--- src/rtl/inst_fetch_pkg.sv ---
// Shared definitions for the RV32I instruction fetch stage: the fetch FSM encoding,
// the NOP word shown when the buffer is empty, and PC word alignment.
package inst_fetch_pkg;

    localparam logic [31:0] NOP_INST = 32'h0000_0013;

    typedef enum logic [1:0] {
        IDLE  = 2'b00,
        WAIT  = 2'b01,
        DRAIN = 2'b10
    } fetch_state_t;

    function automatic logic [31:0] word_align(input logic [31:0] addr);
        return {addr[31:2], 2'b00};
    endfunction

endpackage

--- src/rtl/inst_fetch_fifo.sv ---
// Small circular buffer of {pc, word} entries between the fetch FSM and decode.
// Flush wins over push and pop. A pop is ignored when the buffer is empty.
module fetch_fifo #(
    parameter int DEPTH = 2,
    parameter int WIDTH = 64
) (
    input  logic                       clk,
    input  logic                       rst,
    input  logic                       i_push,
    input  logic [WIDTH-1:0]           i_data,
    input  logic                       i_pop,
    input  logic                       i_flush,
    output logic [$clog2(DEPTH):0]     o_count,
    output logic [WIDTH-1:0]           o_head
);

    localparam int AW = $clog2(DEPTH);
    localparam int CW = AW + 1;

    logic [WIDTH-1:0] r_mem [DEPTH];
    logic [AW-1:0]    r_wr_ptr;
    logic [AW-1:0]    r_rd_ptr;
    logic [CW-1:0]    r_count;
    logic             w_do_pop;

    assign w_do_pop = i_pop && (r_count != '0);
    assign o_count  = r_count;
    assign o_head   = r_mem[r_rd_ptr];

    // Pointers and count are control; only they see reset.
    always_ff @(posedge clk or negedge rst) begin
        if (!rst) begin
            r_wr_ptr <= '0;
            r_rd_ptr <= '0;
            r_count  <= '0;
        end else if (i_flush) begin
            r_wr_ptr <= '0;
            r_rd_ptr <= '0;
            r_count  <= '0;
        end else begin
            if (i_push) begin
                r_wr_ptr <= r_wr_ptr + AW'(1);
            end
            if (w_do_pop) begin
                r_rd_ptr <= r_rd_ptr + AW'(1);
            end
            case ({i_push, w_do_pop})
                2'b10:   r_count <= r_count + CW'(1);
                2'b01:   r_count <= r_count - CW'(1);
                default: r_count <= r_count;
            endcase
        end
    end

    always_ff @(posedge clk) begin
        if (i_push && !i_flush) begin
            r_mem[r_wr_ptr] <= i_data;
        end
    end

endmodule

--- src/rtl/inst_fetch.sv ---
// RV32I fetch stage: PC register, single-outstanding imem request FSM and an
// instruction buffer; redirect flushes buffered and in-flight instructions.
module inst_fetch
    import inst_fetch_pkg::*;
#(
    parameter logic [31:0] RESET_PC = 32'h0000_0000,
    parameter int          DEPTH    = 2
) (
    input  logic        clk,
    input  logic        rst,
    output logic        imem_req_valid,
    input  logic        imem_req_ready,
    output logic [31:0] imem_req_addr,
    input  logic        imem_resp_valid,
    input  logic [31:0] imem_resp_data,
    input  logic        redirect_valid,
    input  logic [31:0] redirect_pc,
    output logic        inst_valid,
    input  logic        inst_ready,
    output logic [31:0] inst,
    output logic [31:0] inst_pc
);

    localparam int CW = $clog2(DEPTH) + 1;
    localparam logic [CW-1:0] FULL_CNT = CW'(DEPTH);

    fetch_state_t  r_state;
    fetch_state_t  w_state_nxt;
    logic          r_run;
    logic [31:0]   r_pc;
    logic [31:0]   r_inflight_pc;
    logic          w_req_hs;
    logic          w_push;
    logic          w_pop;
    logic [CW-1:0] w_count;
    logic [63:0]   w_head;

    assign imem_req_valid = r_run && (r_state == IDLE) && (w_count < FULL_CNT);
    assign imem_req_addr  = r_pc;
    assign w_req_hs       = imem_req_valid && imem_req_ready;

    // A response landing in the same cycle as a redirect belongs to the old stream.
    assign w_push = (r_state == WAIT) && imem_resp_valid && !redirect_valid;
    assign w_pop  = inst_valid && inst_ready && !redirect_valid;

    assign inst_valid = (w_count != '0);
    assign inst       = inst_valid ? w_head[31:0]  : NOP_INST;
    assign inst_pc    = inst_valid ? w_head[63:32] : 32'h0000_0000;

    always_comb begin
        w_state_nxt = r_state;
        case (r_state)
            IDLE: begin
                if (w_req_hs) begin
                    w_state_nxt = redirect_valid ? DRAIN : WAIT;
                end
            end
            WAIT: begin
                if (imem_resp_valid) begin
                    w_state_nxt = IDLE;
                end else if (redirect_valid) begin
                    w_state_nxt = DRAIN;
                end
            end
            DRAIN: begin
                // The drained response ends DRAIN even if another redirect arrives with it.
                if (imem_resp_valid) begin
                    w_state_nxt = IDLE;
                end
            end
            default: w_state_nxt = IDLE;
        endcase
    end

    always_ff @(posedge clk or negedge rst) begin
        if (!rst) begin
            r_state <= IDLE;
            r_run   <= 1'b0;
            r_pc    <= RESET_PC;
        end else begin
            r_state <= w_state_nxt;
            r_run   <= 1'b1;
            if (redirect_valid) begin
                r_pc <= word_align(redirect_pc);
            end else if (w_req_hs) begin
                r_pc <= r_pc + 32'd4;
            end
        end
    end

    always_ff @(posedge clk) begin
        if (w_req_hs) begin
            r_inflight_pc <= r_pc;
        end
    end

    fetch_fifo #(
        .DEPTH (DEPTH),
        .WIDTH (64)
    ) u_fifo (
        .clk     (clk),
        .rst     (rst),
        .i_push  (w_push),
        .i_data  ({r_inflight_pc, imem_resp_data}),
        .i_pop   (w_pop),
        .i_flush (redirect_valid),
        .o_count (w_count),
        .o_head  (w_head)
    );

endmodule

--- config.mk ---
export PLATFORM = sky130hd
export DESIGN_NAME = inst_fetch
export DESIGN_NICKNAME = d
export VERILOG_FILES = /design/src/rtl/inst_fetch_pkg.sv /design/src/rtl/inst_fetch_fifo.sv /design/src/rtl/inst_fetch.sv
export SDC_FILE = /design/constraint.sdc
export NUM_CORES = 1
export LEC_CHECK = 0
export CAP_MARGIN = 15
export CORE_ASPECT_RATIO = 1.25
export CORE_MARGIN = 2
export CORE_UTILIZATION = 52
export DETAILED_ROUTE_END_ITERATION = 10
export PLACE_DENSITY = 0.78
export SLEW_MARGIN = 20
export SYNTH_ARGS = -nofsm -noshare
export SYNTH_HDL_FRONTEND = slang
export SYNTH_HIERARCHICAL = 1
export SYNTH_SLANG_ARGS = --single-unit
--- constraint.sdc ---
create_clock -name clk -period 6.3 [get_ports clk]
set_input_delay 1.26 -clock clk [delete_from_list [all_inputs] [get_ports clk]]
set_output_delay 1.26 -clock clk [all_outputs]
set_load 0.03 [all_outputs]
==> results.tsv <==
stage	metric	value	unit
run_status	status	finished clean	
floorplan	core	0.0157	mm²
global_route	first_global_vias	5153	
critical_path	reg2reg_depth	4	
sta	max_freq	241	MHz
routing	viasPerCell	5.42	
sta	worstMarginPinSlew	994	ps
critical_path	cpPeakStageDelay	730	ps
synthesis	synth_seq_cells	195	
critical_path	critPathMostFrequentCell	buf_4	
clock_network	cts_sinks	195	
clock_network	cts_made_buffers	17	
synthesis	syn_area_per_cell	15.3	µm²
clock_network	insertion_delay	420	ps
critical_path	critPathLaunchType	primary input	
clock_network	root_buffer	clkbuf_16	
floorplan	die_h	146	µm
synthesis	synth_most_common_cell	edfxtp_1	
routing	drc_errors	0	
placement	dp_slack	1690	ps
floorplan	start_util	0.535	
synthesis	yosys-top-cells-area	edfxtp_1, dfrtp_1, mux2_4	
power_and_ir_drop	ir_worst_vdd	189	µV
clock_network	cts_tree	done	
critical_path	path_buf_inv	3	
synthesis	async_flop_share	0.190	
sta	max_slew_margin	0.338	
clock_network	clockBufferDepth	2	
critical_path	reg2reg_to	u_fifo/r_mem[0][47]	
critical_path	cp.required	6350	ps
synthesis	ys_seq_area_frac	0.675	
sta	hold_ws	450	ps
min_path	whs_endpoint	u_fifo/r_mem[1][55]	
finish	nets	784	
global_route	grt_pass1_wl	25900	µm
critical_path	crit_fanout	43	
flow_run	drv_cap	0	
finish	diodes	0	
critical_path	r2r-start	r_state[1]	
critical_path	rrSetupSlack	3200	ps
sta	setup_viol_count_final	0	
min_path	hold_depth	0	
sta	hold_violations	0	
critical_path	worst_ep_arrival_time	4200	ps
floorplan	num_io_pins	168	
placement	place_congestion	0.857	
global_route	grtUsageTotal	0.191	
clock_network	cts_resized	0	
routing	first_pass_iters	5	
floorplan	rows	51	
power_and_ir_drop	totalPowerFinal	0.00273	W
routing	wl_per_cell	17.3	µm
routing	drtIter0Drc	288	
synthesis	synth_top_area_share	0.565	
min_path	hold_start	r_inflight_pc[23]	
critical_path	crit_start	redirect_valid	
synthesis	yosysWarnings	6	
synthesis	syn-cell-area	0.00840	mm²
sta	setup-tns-final	0	ps
floorplan	die_area	0.0172	mm²
synthesis	netlist_instances	550	
clock_network	cts_setup_buffers	0	
sta	slew_violations	0	
routing	wl	16200	µm
power_and_ir_drop	p_leak	3.79	nW
global_route	overflow	0	
finish	area_growth	28.4	%
sta	period_share	0.659	
finish	drive_above_1_share	0.160	
finish	fin_area	0.0108	mm²
sta	rsz0062_at_grt	no	
sta	fin_ws	2150	ps
sta	fin_skew	10.8	ps
critical_path	path_delay_family	simple AND/OR/NAND/NOR gates	
clock_network	cts_hold_buf	0	
synthesis	synthDistinctLibCells	50	
sta	fin_crit	4150	ps
clock_network	clkSlewWorstSetupHoldPaths	60	ps
placement	portBuffers	163	
routing	vias	5080	
placement	place_area	0.0102	mm²
synthesis	synth_top_flop_cell	edfxtp_1	
synthesis	ys_top_cells_by_count	edfxtp_1, and2_1, mux2_4	
critical_path	endpoint_kind	register	
power_and_ir_drop	p_per_area	253	mW/mm²
critical_path	cp_slowest_cell	nor4bb_1	
routing	ant_nets	0	
critical_path	cp.depth	6	
clock_network	htreeDepth	4	
critical_path	crit_type	in2reg	
floorplan	die_w	118	µm
min_path	hp-class	reg2reg	
placement	hpwl	10800	µm
critical_path	path_cells	clkdlybuf4s50_1 -> buf_4 -> nor4bb_1 -> nand2b_1 -> nor2_4 -> buf_4	
global_route	antenna_found_initial	0	
global_route	grt_max_degree	67	
synthesis	yosysTopAreaCell	edfxtp_1	
synthesis	synth_edf_count	158	
finish	fillers	1137	
==> logic make-up after synthesis <==
| family | synth area share |
|---|---|
| multiplexers | 0.112 |
| AO/OA/AOI/OAI | 0.0426 |
| adder cells (fa/ha/maj) | 0.00149 |
| other | 0.000895 |
| buffers and inverters | 0.0243 |
| flip-flops | 0.675 |
| AND/OR/NAND/NOR | 0.134 |
| XOR/XNOR | 0.00939 |
==> worst reg2reg max path: stages (launching register included) <==
cell      delay [ps]
dfrtp_1          440
nor4bb_1         710
nand2b_1         320
nor2_4           590
buf_4            600
==> through the flow <==
stage / std cells / util
floorplan: 555 / -
global placement: 905 / 0.649
detailed placement: 905 / 0.649
CTS: 937 / 0.685
global route: 938 / 0.687
finish: 938 / 0.687
==> layer usage <==
layer,vias to the layer above,global-route usage,part of all wire
met1,2494,0.233,0.41
met4,0,0.0849,0.023
met5,-,0,0
li1,2397,-,-
met2,164,0.333,0.53
met3,25,0.0332,0.037
==> layout by cell type (no fill, tap or decap), types with 16 or more instances in the layout <==
master,n
o21ai_0,16
dfrtp_1,36
clkdlybuf4s50_1,162
nand3_1,20
nand2_1,21
mux2_4,50
edfxtp_1,158
clkbuf_16,17
or4_1,18
and2_1,62
nor2_1,20
==> flip-flops by register name, indices dropped and copies added, names as in the netlist <==
register / flops
imem_req_addr: 30
r_inflight_pc: 30
r_run: 1
r_state: 2
u_fifo/o_count: 2
u_fifo/r_mem: 128
u_fifo/r_rd_ptr: 1
u_fifo/r_wr_ptr: 1
==> where the power goes <==
group	switching (W)	internal [W]
logic	0.000125	0.000111
clock network	0.000438	0.000578
registers	0.0000458	0.00144
total	0.000608	0.00213
==> area by class of cell <==
class                      count  area (µm²)  share of cell area
clock buffer                  21         470              0.0436
clock inverter                11         100             0.00928
inverter                       7        26.3             0.00244
multi-input combinational    323        2550               0.237
sequential                   195        5670               0.526
tap                          212         265              0.0246
timing repair buffer         169        1690               0.157
==> worst max path at each step <==
stage | to
after floorplan | u_fifo/r_mem[0][0]
after global placement | u_fifo/r_mem[1][57]
after detailed placement | u_fifo/r_mem[0][59]
after CTS | u_fifo/r_mem[0][57]
after global routing | u_fifo/r_mem[0][47]
final | u_fifo/r_mem[0][47]
(Power assumes the default switching activity.)
==> RTL edit, RTL diff (same flow settings) <==
`DEPTH` is set to 2 in 2 places; all go to 8.
--- a/src/rtl/inst_fetch_fifo.sv
+++ b/src/rtl/inst_fetch_fifo.sv
@@ -3,3 +3,3 @@
 module fetch_fifo #(
-    parameter int DEPTH = 2,
+    parameter int DEPTH = 8,
     parameter int WIDTH = 64
--- a/src/rtl/inst_fetch.sv
+++ b/src/rtl/inst_fetch.sv
@@ -6,3 +6,3 @@
     parameter logic [31:0] RESET_PC = 32'h0000_0000,
-    parameter int          DEPTH    = 2
+    parameter int          DEPTH    = 8
 ) (
Function: changed (Yosys sat finds a counterexample within 10 cycles, from zero or initial values and one cycle with rst low).
==> RTL edit against the unedited design <==
Die area rose to 2.7 times the old value. Design area grew to 2.5 times the old value. Wire length rose to 2.8 times the old value. Sequential share of layout area increased by 11 points. Count of clock-buffer cells in the layout increased by 46. Register-to-register slack got worse by 0.42 ns. Sequential power grew to 2.9 times the old value. Area after synthesis rose to 2.7 times the old value. Total power grew to 2.9 times the old value. Sequential cell count up 390. Setup slack got worse by 0.86 ns. Largest cell class unchanged. Largest power group unchanged.
==> RTL edit: results (changes against the unedited design) <==
OUTCOME='finished clean'
SYNTH_TOP_CELLS_BY_COUNT='edfxtp_1, mux4_2, mux2_2, nor2b_1, nand2_1'
VDD.IR_DROP.WORST_uV=214.6  # +13%
DR.FIRST_ITER.DRC_COUNT=760  # +160%
YS_SEQ_AREA_FRAC=0.7521  # +0.07665
HOLD_PATH_STARTPOINT='imem_req_addr[31]'
GRT.MET1_USAGE=0.2708  # +0.03813
NNETSFINAL=1399  # +78%
SYNTH-MAIN-FF-CELL='edfxtp_1'
END_OF_THE_WORST_REGISTER_TO_REGISTER_PATH='u_fifo/o_count[3]'
SLEW_HEADROOM=0.3553  # +0.01778
CPPEAKSTAGEDELAY_NS=0.82  # +0.09 ns
CLK_LATENCY_NS=0.58  # +0.16 ns
WORST_PATH_DOMINANT_CELL_FAMILY='buffers and inverters'
YOSYS.AREA_SHARE.ADDER=0.002711  # +0.001221
GLOBAL_ROUTE.USAGE.MET3=0.03077  # -0.002434
LAYOUT-DRIVE-GT1-SHARE=0.2361  # +0.07633
SYNTH-COMPOUND-AREA-SHARE=0.01020  # -0.03243
YOSYS-TOP-CELLS-AREA='edfxtp_1, mux4_2, dfrtp_1'
XOR_AND_XNOR_AREA_SHARE_AFTER_SYNTHESIS=0.01367  # +0.004277
CRITICAL_PATH.SLOWEST_CELL='dfrtp_4'
GP_CONGESTION=0.7929  # -7.5%
GRT_PASS1_VIAS=11970  # +130%
R2R_SETUP_SLACK_NS=2.78  # -0.42 ns
CRIT_ARRIVAL_NS=3.75  # -0.45 ns
GLOBALROUTETOTALUTIL=0.2016  # +0.01079
WORSTREG2REGSTART='u_fifo/o_count[1]'
WL_PER_CELL_UM=23.13  # +34%
SYNTH.MUX.AREA_FRACTION=0.1589  # +0.04697
FINALCLOCKSKEW_NS=0.02405  # +0.01320 ns
CTS_INSERTED_BUFFERS=53  # +36
CTSLONGESTPATHBUFFERS=3  # +1
SYNTH_EDF_COUNT=542  # +240%
LARGEST_REG_FLOPS=512  # +300%
REG2REGPATHDEPTH=9  # +5
H-TREE-DEPTH=2  # -2
CRITPATHMAXFANOUT=30  # -30%
DP.FINAL_HPWL_UM=24530  # +130%
SYNTH_CELL_TYPE_COUNT=48  # -4.0%
SYNTHARSTFLOPSHARE=0.07350  # -0.1162
TIMING.HOLD.WORST_ENDPOINT='r_inflight_pc[31]'
GLOBALROUTEMET2UTIL=0.3371  # +0.004009
GRT_ANTENNA_BEFORE_REPAIR=2  # +2
-- RTL edit: cell types whose count changed after synthesis, moves of 25 or more --
cell and change:
mux2_4 -50, edfxtp_1 +384, and2_1 -61, nor2b_1 +61, mux2_2 +51, mux4_2 +128, nand2_1 +25
-- RTL edit: routing by layer --
metal  share of wire  vias up
met3           0.052       90
met1            0.41     5823
li1                -     4886
met5               0        -
met4           0.032        0
met2            0.51      357
-- RTL edit: worst max-delay path by stage --
stage / start / to / slack, ns / cells after the start
6_report: u_fifo/r_rd_ptr[0] / inst[1] / 1.29 / 5
5_1_grt: u_fifo/r_rd_ptr[0] / inst[1] / 1.04 / 5
4_1_cts: u_fifo/r_rd_ptr[0] / inst[1] / 1.18 / 5
3_5_place_dp: u_fifo/r_rd_ptr[0] / inst[1] / 1.79 / 5
3_3_place_gp: u_fifo/r_rd_ptr[0] / inst[0] / 1.82 / 5
2_1_floorplan: redirect_valid / u_fifo/r_mem[4][0] / 0.62 / 6
-- RTL edit: layout make-up --
| type | instances | area, um^2 |
|---|---|---|
| sequential | 585 | 17360 |
| fill | 3029 | 16580 |
| multi-input combinational | 489 | 5567 |
| timing repair buffer | 185 | 1877 |
| clock buffer | 67 | 1400 |
| tap | 572 | 715.7 |
| clock inverter | 32 | 355.3 |
| inverter | 10 | 40.04 |
| antenna | 2 | 5.005 |
-- RTL edit: logic make-up after synthesis --
logic type / Yosys count
flip-flops: 585
AND/OR/NAND/NOR: 191
buffers and inverters: 66
AO/OA/AOI/OAI: 40
other: 2
adder cells (fa/ha/maj): 5
multiplexers: 198
XOR/XNOR: 36
-- RTL edit: through the flow --
step / hold slack [ns] / cell area [um^2] / setup WS, ns / cells
after global routing: 0.5411 / 27320 / 1.040 / 1942
after CTS: 0.5326 / 27310 / 1.182 / 1940
after detailed placement: 0.5172 / 25560 / 1.788 / 1841
final: 0.5507 / 27320 / 1.288 / 1942
after floorplan: 0.4943 / 23150 / 0.6196 / 1140
after global placement: 0.5044 / 25560 / 1.821 / 1841
-- RTL edit: power breakdown --
part	internal (mW)	leakage, nW	switching, mW
registers	4.29	5.42	0.0609
logic	0.109	2.29	0.144
clock network	1.87	0.848	1.35
